### src/rtl/ap_ctrl_driver.sv
// ap_ctrl_driver
//   Initiator side of the HLS block-level ap_ctrl handshake. Accepts a batch command of N
//   transactions, issues ap_start handshakes to a kernel while bounding the number of
//   started-but-not-finished transactions, counts completions, and reports batch timing.
//
// Build option:
//   AP_CTRL_CHAIN_EN  defined   -> ap_ctrl_chain: ap_continue = ap_done & cons_ready
//                     undefined -> ap_ctrl_hs:    ap_continue = 1, cons_ready ignored
//
// Ports:
//   ap_clk, ap_rst              clock, synchronous active-high reset
//   cmd_valid/cmd_ready/cmd_count  batch request handshake (count sampled on accept)
//   abort                       level; stop issuing, drain outstanding work
//   ap_start/ap_ready           start handshake to/from kernel
//   ap_done/ap_continue         completion handshake from/to kernel
//   cons_ready                  downstream ready (chain mode only)
//   busy, batch_done            status: running/draining, one-cycle completion pulse
//   issued_cnt, done_cnt        start handshakes / completions in the current batch
//   batch_cycles                RUN+DRAIN cycles of the batch, saturating
//   err_spurious                one-cycle pulse on a completion with nothing outstanding
module ap_ctrl_driver #(
  parameter int unsigned CNT_W           = 16,
  parameter int unsigned CYC_W           = 32,
  parameter int unsigned MAX_OUTSTANDING = 2
) (
  input  logic             ap_clk,
  input  logic             ap_rst,
  input  logic             cmd_valid,
  output logic             cmd_ready,
  input  logic [CNT_W-1:0] cmd_count,
  input  logic             abort,
  output logic             ap_start,
  input  logic             ap_ready,
  input  logic             ap_done,
  output logic             ap_continue,
  input  logic             cons_ready,
  output logic             busy,
  output logic             batch_done,
  output logic [CNT_W-1:0] issued_cnt,
  output logic [CNT_W-1:0] done_cnt,
  output logic [CYC_W-1:0] batch_cycles,
  output logic             err_spurious
);

  localparam int unsigned OutW = $clog2(MAX_OUTSTANDING + 1);
  localparam logic [OutW-1:0] MaxOut = OutW'(MAX_OUTSTANDING);

  typedef enum logic [1:0] {StIdle, StRun, StDrain, StDone} state_e;

  state_e           state_q, state_d;
  logic             ap_start_q, ap_start_d;
  logic             batch_done_q, batch_done_d;
  logic             err_q;
  logic [OutW-1:0]  out_q, out_d;
  logic [CNT_W-1:0] n_q, n_d;
  logic [CNT_W-1:0] issued_q, issued_d;
  logic [CNT_W-1:0] done_q, done_d;
  logic [CYC_W-1:0] cycles_q, cycles_d, cycles_inc;

  logic start_hs, comp_ev, spurious, comp_ok;

`ifdef AP_CTRL_CHAIN_EN
  assign ap_continue = ap_done & cons_ready;
`else
  logic unused_cons_ready;
  assign unused_cons_ready = cons_ready;
  assign ap_continue       = 1'b1;
`endif

  assign start_hs = ap_start_q & ap_ready;
  assign comp_ev  = ap_done & ap_continue;
  // A completion with nothing outstanding is reported, never counted.
  assign spurious = comp_ev & (out_q == '0);
  assign comp_ok  = comp_ev & ~spurious;

  assign cycles_inc = (cycles_q == '1) ? cycles_q : cycles_q + CYC_W'(1);

  // Outstanding tracker: a simultaneous start and completion cancel out.
  always_comb begin
    out_d = out_q;
    if (start_hs && !comp_ok) begin
      out_d = out_q + OutW'(1);
    end else if (!start_hs && comp_ok) begin
      out_d = out_q - OutW'(1);
    end
  end

  always_comb begin
    state_d      = state_q;
    ap_start_d   = 1'b0;
    batch_done_d = 1'b0;
    n_d          = n_q;
    issued_d     = issued_q + CNT_W'(start_hs);
    done_d       = done_q + CNT_W'(comp_ok);
    cycles_d     = cycles_q;
    unique case (state_q)
      StIdle: begin
        if (cmd_valid) begin
          n_d      = cmd_count;
          issued_d = '0;
          done_d   = '0;
          if (cmd_count == '0) begin
            state_d  = StDone;
            cycles_d = '0;
          end else begin
            state_d    = StRun;
            cycles_d   = CYC_W'(1);
            ap_start_d = 1'b1;
          end
        end
      end
      StRun: begin
        cycles_d = cycles_inc;
        if (ap_start_q && !ap_ready) begin
          // A request already on the wire is held until the kernel takes it.
          ap_start_d = 1'b1;
        end else if ((issued_d >= n_q) || abort) begin
          state_d = StDrain;
        end else begin
          ap_start_d = (out_d < MaxOut);
        end
      end
      StDrain: begin
        if (out_q == '0) begin
          state_d = StDone;
        end else begin
          cycles_d = cycles_inc;
        end
      end
      StDone: begin
        state_d      = StIdle;
        batch_done_d = 1'b1;
      end
      default: state_d = StIdle;
    endcase
  end

  always_ff @(posedge ap_clk) begin
    if (ap_rst) begin
      state_q      <= StIdle;
      ap_start_q   <= 1'b0;
      batch_done_q <= 1'b0;
      err_q        <= 1'b0;
      out_q        <= '0;
      n_q          <= '0;
      issued_q     <= '0;
      done_q       <= '0;
      cycles_q     <= '0;
    end else begin
      state_q      <= state_d;
      ap_start_q   <= ap_start_d;
      batch_done_q <= batch_done_d;
      err_q        <= spurious;
      out_q        <= out_d;
      n_q          <= n_d;
      issued_q     <= issued_d;
      done_q       <= done_d;
      cycles_q     <= cycles_d;
    end
  end

  assign cmd_ready    = (state_q == StIdle);
  assign busy         = (state_q == StRun) || (state_q == StDrain);
  assign ap_start     = ap_start_q;
  assign batch_done   = batch_done_q;
  assign issued_cnt   = issued_q;
  assign done_cnt     = done_q;
  assign batch_cycles = cycles_q;
  assign err_spurious = err_q;

endmodule

### config.mk
export PLATFORM = sky130hd
export DESIGN_NAME = ap_ctrl_driver
export DESIGN_NICKNAME = d
export VERILOG_FILES = /design/src/rtl/ap_ctrl_driver.sv
export SDC_FILE = /design/constraint.sdc
export NUM_CORES = 1
export LEC_CHECK = 0
export CORE_MARGIN = 3
export CORE_UTILIZATION = 30
export CTS_BUF_LIST = sky130_fd_sc_hd__clkbuf_4 sky130_fd_sc_hd__clkbuf_8 sky130_fd_sc_hd__clkbuf_16
export DETAILED_ROUTE_END_ITERATION = 16
export DONT_BUFFER_PORTS = 1
export PLACE_DENSITY = 0.41
export SYNTH_ARGS = -nofsm -noshare
export SYNTH_HDL_FRONTEND = slang
export SYNTH_SLANG_ARGS = --single-unit
### constraint.sdc
create_clock -name ap_clk -period 4.5 [get_ports ap_clk]
set_clock_uncertainty 0.05 [all_clocks]
set_input_delay 0.9 -clock ap_clk [delete_from_list [all_inputs] [get_ports ap_clk]]
set_output_delay 0.9 -clock ap_clk [all_outputs]
set_load 0.01 [all_outputs]
==> key figures, run 1 <==
STA
  – Number of setup violations in the final report: 0
  – Relative slew slack: approximately 29%
  – Sum of negative setup slack: 0 ns
  – Slack of the critical path: a little over 0.7 ns
  – WHS: 0.406 ns
  – Final Hold Viols: 0
  – Crit path time final: approximately 3.8 ns
  – Tightest Pin Transition: 1.06 ns
  – Max-slew violation count: 0
  – Timing-limited maximum frequency: about 260 MHz
  – RSZ-0062 raised after global routing: no
  – Final Cycle Share: 84.1%

Pwr
  – Static Leak: 1.76 nW
  – Power density over the cells: roughly 440 nW/um2
  – Worst-case vdd ir drop: 0.000223 V

Layout
  – Number of antenna cells inserted: 0
  – Synth-to-layout area growth: 10.4%
  – Fill cell instance count of the final layout: ~1500
  – Count of nets after finishing: 552
  – Fraction of final layout cells with drive strength greater than 1: under 10%

Synthesis
  – Synthesized flop and latch total: 87
  – Parity-gate share of the synthesized area counting xor and xnor cells: approximately 10%
  – Top_reg_cell synth: dfxtp_1
  – Simple-Gate Fraction of Synth Area: 27.2%
  – Cell area after technology mapping: between 4000 and 5000 um2
  – Mean cell area of the mapped netlist: around 8.5 um2
  – Part of the Yosys area used for sequential elements: about two fifths
  – Dominant combinational cell family by area after synthesis: simple AND/OR/NAND/NOR gates
  – Number of flops mapped to enable cells by yosys: 0
  – YS warnings: 0
  – Synthesized-area fraction occupied by ao, oa, aoi and oai cells: approximately a tenth
  – Net count after synthesis: roughly 560
  – Share of synthesized cell area in full adder, half adder and majority cells: roughly 8.1%
  – Fraction of registers with async set or reset after synthesis: 0%
  – Gate count after technology mapping: a little over 500
  – Count of unique library cells instantiated by Yosys: 47
  – Proportion of synthesized area in mux cells: less than 1%

Detailed routing
  – Mean routed wirelength per cell: 15.5 um
  – Per-cell via count in the routed design: 4.95
  – First DRT Iteration DRCs: 104
  – DR pass1 iterations: 4
  – Overall routed net length: 10600 um
  – Via count: about 3400
  – Number of design rule violations left after detail routing: 0
  – Number of nets still failing antenna checks after routing: 0

Global routing
  – Maximum number of pins on one net before global-route repair: 32
  – Initial antenna violation count: 0
  – Final global-route overflow total: 0
  – First-pass GRT wire length: ~17000 um
  – Combined global-route utilization of all metal layers: between 10 and 15%
  – Vias in the first global route: about 3300

Clocking
  – Root cell of the clock tree: clkbuf_16
  – # H-tree levels: 3
  – Reg clk slew, reported paths: ~0.060 ns
  – Setup repair bufs after CTS: 0
  – Hold Buf Count CTS: 0
  – Maximum root-to-sink buffer count: 2
  – Num CTS Buffers: 9
  – Post-CTS Resized: 0
  – CTS tree: built
  – Clock latency on the worst-skew pair: roughly 0.34 ns
  – Number of clock sinks seen by CTS: 87

Place
  – HPWL after detailed placement: roughly 7800 um
  – Routability Congestion: about 0.74
  – Pre-CTS setup slack: between 0.3 and 0.4 ns
  – IO Port Bufs: 0

Floorplan
  – Number of primary I/O pins: just over 90
  – Floorplan core area: approximately 14000 um2
  – Die Ht: about 130 um
  – Die Span X: approximately 130 um
  – Die area: 15800 um2
  – Number of placement rows: 43
  – Initial cell density of the core: 30.9%

Critical path
  – Critical Path Source: ap_ready
  – Setup crit start kind: input port
  – Required time at the endpoint of the critical path: about 4.7 ns
  – Register-to-register path setup slack: between 0.8 and 0.9 ns
  – Largest driver fanout on the critical path: 5
  – Reg-to-Reg Start: ap_start
  – Critical register-to-register path endpoint: state_q[0]
  – End point of the critical path: state_q[0]
  – Data arrival time at the worst-slack endpoint: between 3 and 4 ns
  – Critical path capture point type: register
  – Depth of the most critical reg-to-reg path: 11
  – Setup Crit Path Kind: in2reg

Worst hold path
  – Hold Path Class: reg2reg

Flow run
  – Max-cap violations: 0

Run status
  – Outcome: finished, final reports clean
## logic make-up (layout without fill, tap and decap cells)
group,Yosys count,in the layout
AO/OA/AOI/OAI,67,67
AND/OR/NAND/NOR,228,228
buffers and inverters,44,43
flip-flops,87,87
multiplexers,1,1
other,1,1
adder cells (fa/ha/maj),28,28
XOR/XNOR,49,49
## final cells by class
cell class                      instances  area (um2)  area share (%)
Clock buffer                           14         288            6.06
Inverter                               29         109            2.29
Multi-Input combinational cell        374        2390            50.2
Sequential cell                        87        1740            36.7
Tap cell                              180         225            4.74
## Yosys cell counts, drive strengths merged (2+ instances only)
library cell	n	share of area [%]
dfxtp	87	41
buf	7	0.79
nand4b	2	0.41
or3	7	1.0
ha	28	8.1
nor2	50	4.4
a31oi	3	0.73
nor4	7	1.2
xnor2	14	2.9
xor2	35	7.1
a21oi	31	3.6
o21ai	14	1.6
a21o	4	0.70
nand2	55	4.8
clkbuf	8	0.70
nor3	5	0.58
nand2b	6	0.87
a211oi	3	0.52
or4	3	0.61
inv	29	2.5
nand4	22	3.3
and3	8	1.2
nand3	27	3.1
and4	7	1.4
and2	22	3.2
a311oi	2	0.41
nor2b	5	0.73
## report_power, final
group,switching [W],internal (W)
clock network,0.000302,0.000435
logic,0.000329,0.000140
registers,0.0000489,0.000818
## worst min path at each step
stage	cells past startpoint	end	startpoint
finish	2	n_q[6]	n_q[6]
CTS	2	n_q[2]	n_q[2]
global placement	2	n_q[11]	n_q[11]
global route	2	n_q[6]	n_q[6]
floorplan	2	n_q[10]	n_q[10]
detailed placement	2	n_q[2]	n_q[2]
## critical path: stages
cell	delay (ns)
and2_1	0.17
ha_1	0.28
nand3_1	0.18
or4_1	0.57
xnor2_1	0.24
ha_1	0.30
a211oi_1	0.22
o21ai_0	0.14
or4_4	0.55
a21o_1	0.19
a221oi_1	0.24
## stage by stage
step	utilization, %	power, W	cell area [um2]	instances
final	34.1	0.00207	4750	684
after global routing	34.1	0.00221	4750	684
after CTS	34.1	0.00211	4750	684
after detailed placement	32.0	0.00137	4460	670
after global placement	32.0	0.00136	4460	670
after floorplan	-	0.00125	4300	505
## flip-flops by register name, indices dropped and copies added, names as in the netlist
register and count:
batch_cycles 32, done_cnt 16, issued_cnt 16, n_q 16
out_q 2, state_q 2, ap_start 1, batch_done 1
err_spurious 1
## per-layer routing
| layer | wire length (um) | share of wire (%) | global-route usage, % | vias to the layer above |
|---|---|---|---|---|
| li1 | - | - | - | 1735 |
| met1 | 4750 | 45 | 16.7 | 1557 |
| met2 | 4860 | 46 | 21.3 | 78 |
| met3 | 768 | 7.2 | 5.05 | 15 |
| met4 | 214 | 2.0 | 5.61 | 0 |
| met5 | 0 | 0 | 0 | - |
## cell usage in the layout, fill, tap and decap left out, types with 8 or more instances in the layout
master     instances
inv_1             29
nand4_1           21
xnor2_1           14
and2_1            22
a21oi_1           31
and3_1             8
o21ai_0           14
clkbuf_16          9
nor2_1            50
nand3_1           27
xor2_1            35
dfxtp_1           87
nand2_1           55
ha_1              28
(Power assumes the default switching activity.)
==> run 2: changes to the inputs <==
==> constraint.sdc (replaced) <==
create_clock -name ap_clk -period 3.8 [get_ports ap_clk]
set_clock_uncertainty 0.05 [all_clocks]
set_input_delay 0.76 -clock ap_clk [delete_from_list [all_inputs] [get_ports ap_clk]]
set_output_delay 0.76 -clock ap_clk [all_outputs]
set_load 0.01 [all_outputs]
==> run 2 against run 1 <==
Worst setup slack got worse by 0.42 ns. Combinational power rose by 18%. Cell area rose by 1.4%. Total power rose by 23%. Register-to-register slack lost 0.52 ns. Worst hold slack got worse by 0.0078 ns. Critical path depth unchanged. Sequential share of layout area down 0.50 points.
==> key figures, run 2 (same netlist as run 1, synthesis figures left out) <==
Run status
  – Outcome: finished, final reports clean (unchanged)

Clocking
  – CTS tree: built (unchanged)
  – Setup repair bufs after CTS: 0 (unchanged)
  – # H-tree levels: 3 (unchanged)
  – Maximum root-to-sink buffer count: 2 (unchanged)
  – Hold Buf Count CTS: 0 (unchanged)
  – Num CTS Buffers: 9 (unchanged)
  – Clock latency on the worst-skew pair: 0.34 ns (about the same)
  – Reg clk slew, reported paths: 0.06 ns (about the same)
  – Number of clock sinks seen by CTS: 87 (unchanged)
  – Post-CTS Resized: 0 (unchanged)
  – Root cell of the clock tree: clkbuf_16 (unchanged)

Floorplan
  – Die Ht: 126 um (unchanged)
  – Number of placement rows: 43 (unchanged)
  – Number of primary I/O pins: 93 (unchanged)
  – Floorplan core area: 13900 um2 (unchanged)
  – Initial cell density of the core: 30.9% (unchanged)
  – Die Span X: 126 um (unchanged)
  – Die area: 15800 um2 (unchanged)

STA
  – Tightest Pin Transition: 0.967 ns (was 1.06 ns)
  – Slack of the critical path: 0.292 ns (was 0.717 ns)
  – Max-slew violation count: 0 (unchanged)
  – Number of setup violations in the final report: 0 (unchanged)
  – WHS: 0.398 ns (was 0.406 ns)
  – Final Hold Viols: 0 (unchanged)
  – Crit path time final: about 3.5 ns
  – Relative slew slack: 35.3% (was 29.4%)
  – RSZ-0062 raised after global routing: no (unchanged)
  – Timing-limited maximum frequency: roughly 290 MHz
  – Final Cycle Share: between 90 and 100%

Place
  – Pre-CTS setup slack: -0.0665 ns (was 0.337 ns)
  – IO Port Bufs: 0 (unchanged)
  – HPWL after detailed placement: 7940 um (was 7840 um)
  – Routability Congestion: 0.750 (was 0.738)
  – Placed cell count: 675 (was 670)

Global routing
  – Maximum number of pins on one net before global-route repair: 32 (unchanged)
  – Gr busiest metal: met2 (unchanged)
  – Met3 layer usage reported by global route: 7.25% (was 5.05%)
  – Vias in the first global route: 3409 (was 3323)
  – Combined global-route utilization of all metal layers: 13.9% (was 13.5%)
  – Final global-route overflow total: 0 (unchanged)
  – Routing usage on met2: 22.8% (was 21.3%)
  – First-pass GRT wire length: 17500 um (was 17300 um)
  – Met1 usage in global routing: 15.6% (was 16.7%)
  – Initial antenna violation count: 0 (unchanged)

Critical path
  – Largest driver fanout on the critical path: 4 (was 5)
  – Setup Crit Path Kind: reg2reg (was in2reg)
  – Data arrival time at the worst-slack endpoint: 3.70 ns (was 3.99 ns)
  – Required time at the endpoint of the critical path: 4.00 ns (was 4.70 ns)
  – Critical path capture point type: register (unchanged)
  – Setup crit start kind: register (was input port)

Layout
  – Synth-to-layout area growth: 12.0% (was 10.4%)
  – Fill cell instance count of the final layout: 1470 (was 1468)
  – Flip-flop count of the largest register, all copies and words added: 32 (unchanged)
  – Count of nets after finishing: 557 (was 552)
  – Number of antenna cells inserted: 0 (unchanged)
  – Commonest non-fill, non-tap cells in the layout: 87 x dfxtp_1, 55 x nand2_1, 50 x nor2_1, 35 x xor2_1, 31 x a21oi_1 (unchanged)
  – Most common cell after layout, fill and taps aside: dfxtp_1 (unchanged)
  – Multi-input logic area: 2390 um2 (unchanged)
  – Fraction of final layout cells with drive strength greater than 1: 5.49% (was 4.37%)
  – Final Instance Count excl. Fillers: 690 (was 684)
  – Sequential cell area: 1740 um2 (unchanged)

Detailed routing
  – Number of nets still failing antenna checks after routing: 0 (unchanged)
  – DR pass1 iterations: 4 (unchanged)
  – First DRT Iteration DRCs: 100 (was 104)
  – Mean routed wirelength per cell: 15.3 um (was 15.5 um)
  – Overall routed net length: 10500 um (was 10600 um)
  – Per-cell via count in the routed design: 4.92 (was 4.95)
  – Number of design rule violations left after detail routing: 0 (unchanged)
  – Via count: 3396 (was 3385)

Flow run
  – Max-cap violations: 0 (unchanged)

Pwr
  – Worst-case vdd ir drop: 0.000242 V (was 0.000223 V)
  – Power density over the cells: 527 nW/um2 (was 436 nW/um2)
  – Static Leak: 1.80 nW (was 1.76 nW)

Worst hold path
  – Hold Path Class: reg2reg (unchanged)
## run 2: cell types whose count changed in the layout (fill, tap and decap cells not counted)
cell and delta:
buf_4 +5, clkinv_2 +2, clkbuf_8 -3, bufinv_16 +2
## run 2: final timing paths
check                start    endpoint  cells past startpoint  slack (ns)
setup / recovery  ap_start  state_q[0]                     11        0.29
hold / removal      n_q[1]      n_q[1]                      2        0.40
setup reg to reg  ap_start  state_q[0]                     11        0.29
hold reg to reg     n_q[1]      n_q[1]                      2        0.40
## run 2: critical path, stage by stage, from the launching register on
cell and delay (ns):
dfxtp_1 0.42, and2_1 0.19, ha_1 0.19, nand3_1 0.13, or4_1 0.57, xnor2_1 0.20
ha_1 0.29, a211oi_1 0.23, o21ai_0 0.14, or4_4 0.54, a21o_1 0.19, a221oi_1 0.26
## run 2: layer usage
layer  share of wire [%]  vias to the layer above
met4                 1.6                        0
met3                 9.1                       15
met1                  42                     1566
li1                    -                     1737
met5                   0                        -
met2                  47                       78
## run 2: through the flow
step                      setup TNS, ns  instance area (um2)  utilization (%)  power (W)
after CTS                             0                 4820             34.6    0.00261
final                                 0                 4820             34.6    0.00254
after detailed placement        -0.0842                 4500             32.3    0.00162
after global routing                  0                 4820             34.6    0.00273
after global placement                0                 4500             32.3    0.00161
after floorplan                       0                 4300                -    0.00148
## run 2: cell type report
| type | instances | share of cell area (%) |
|---|---|---|
| Timing Repair Buffer | 5 | 0.779 |
| Sequential cell | 87 | 36.2 |
| Clock inverter | 4 | 1.45 |
| Multi-Input combinational cell | 374 | 49.5 |
| Inverter | 29 | 2.26 |
| Tap cell | 180 | 4.68 |
| Clock buffer | 11 | 5.12 |
## run 2: report_power, final
group / switching [W] / internal [W]
clock: 0.000363 / 0.000595
combinational: 0.000386 / 0.000169
sequential: 0.0000570 / 0.000968
total: 0.000806 / 0.00173
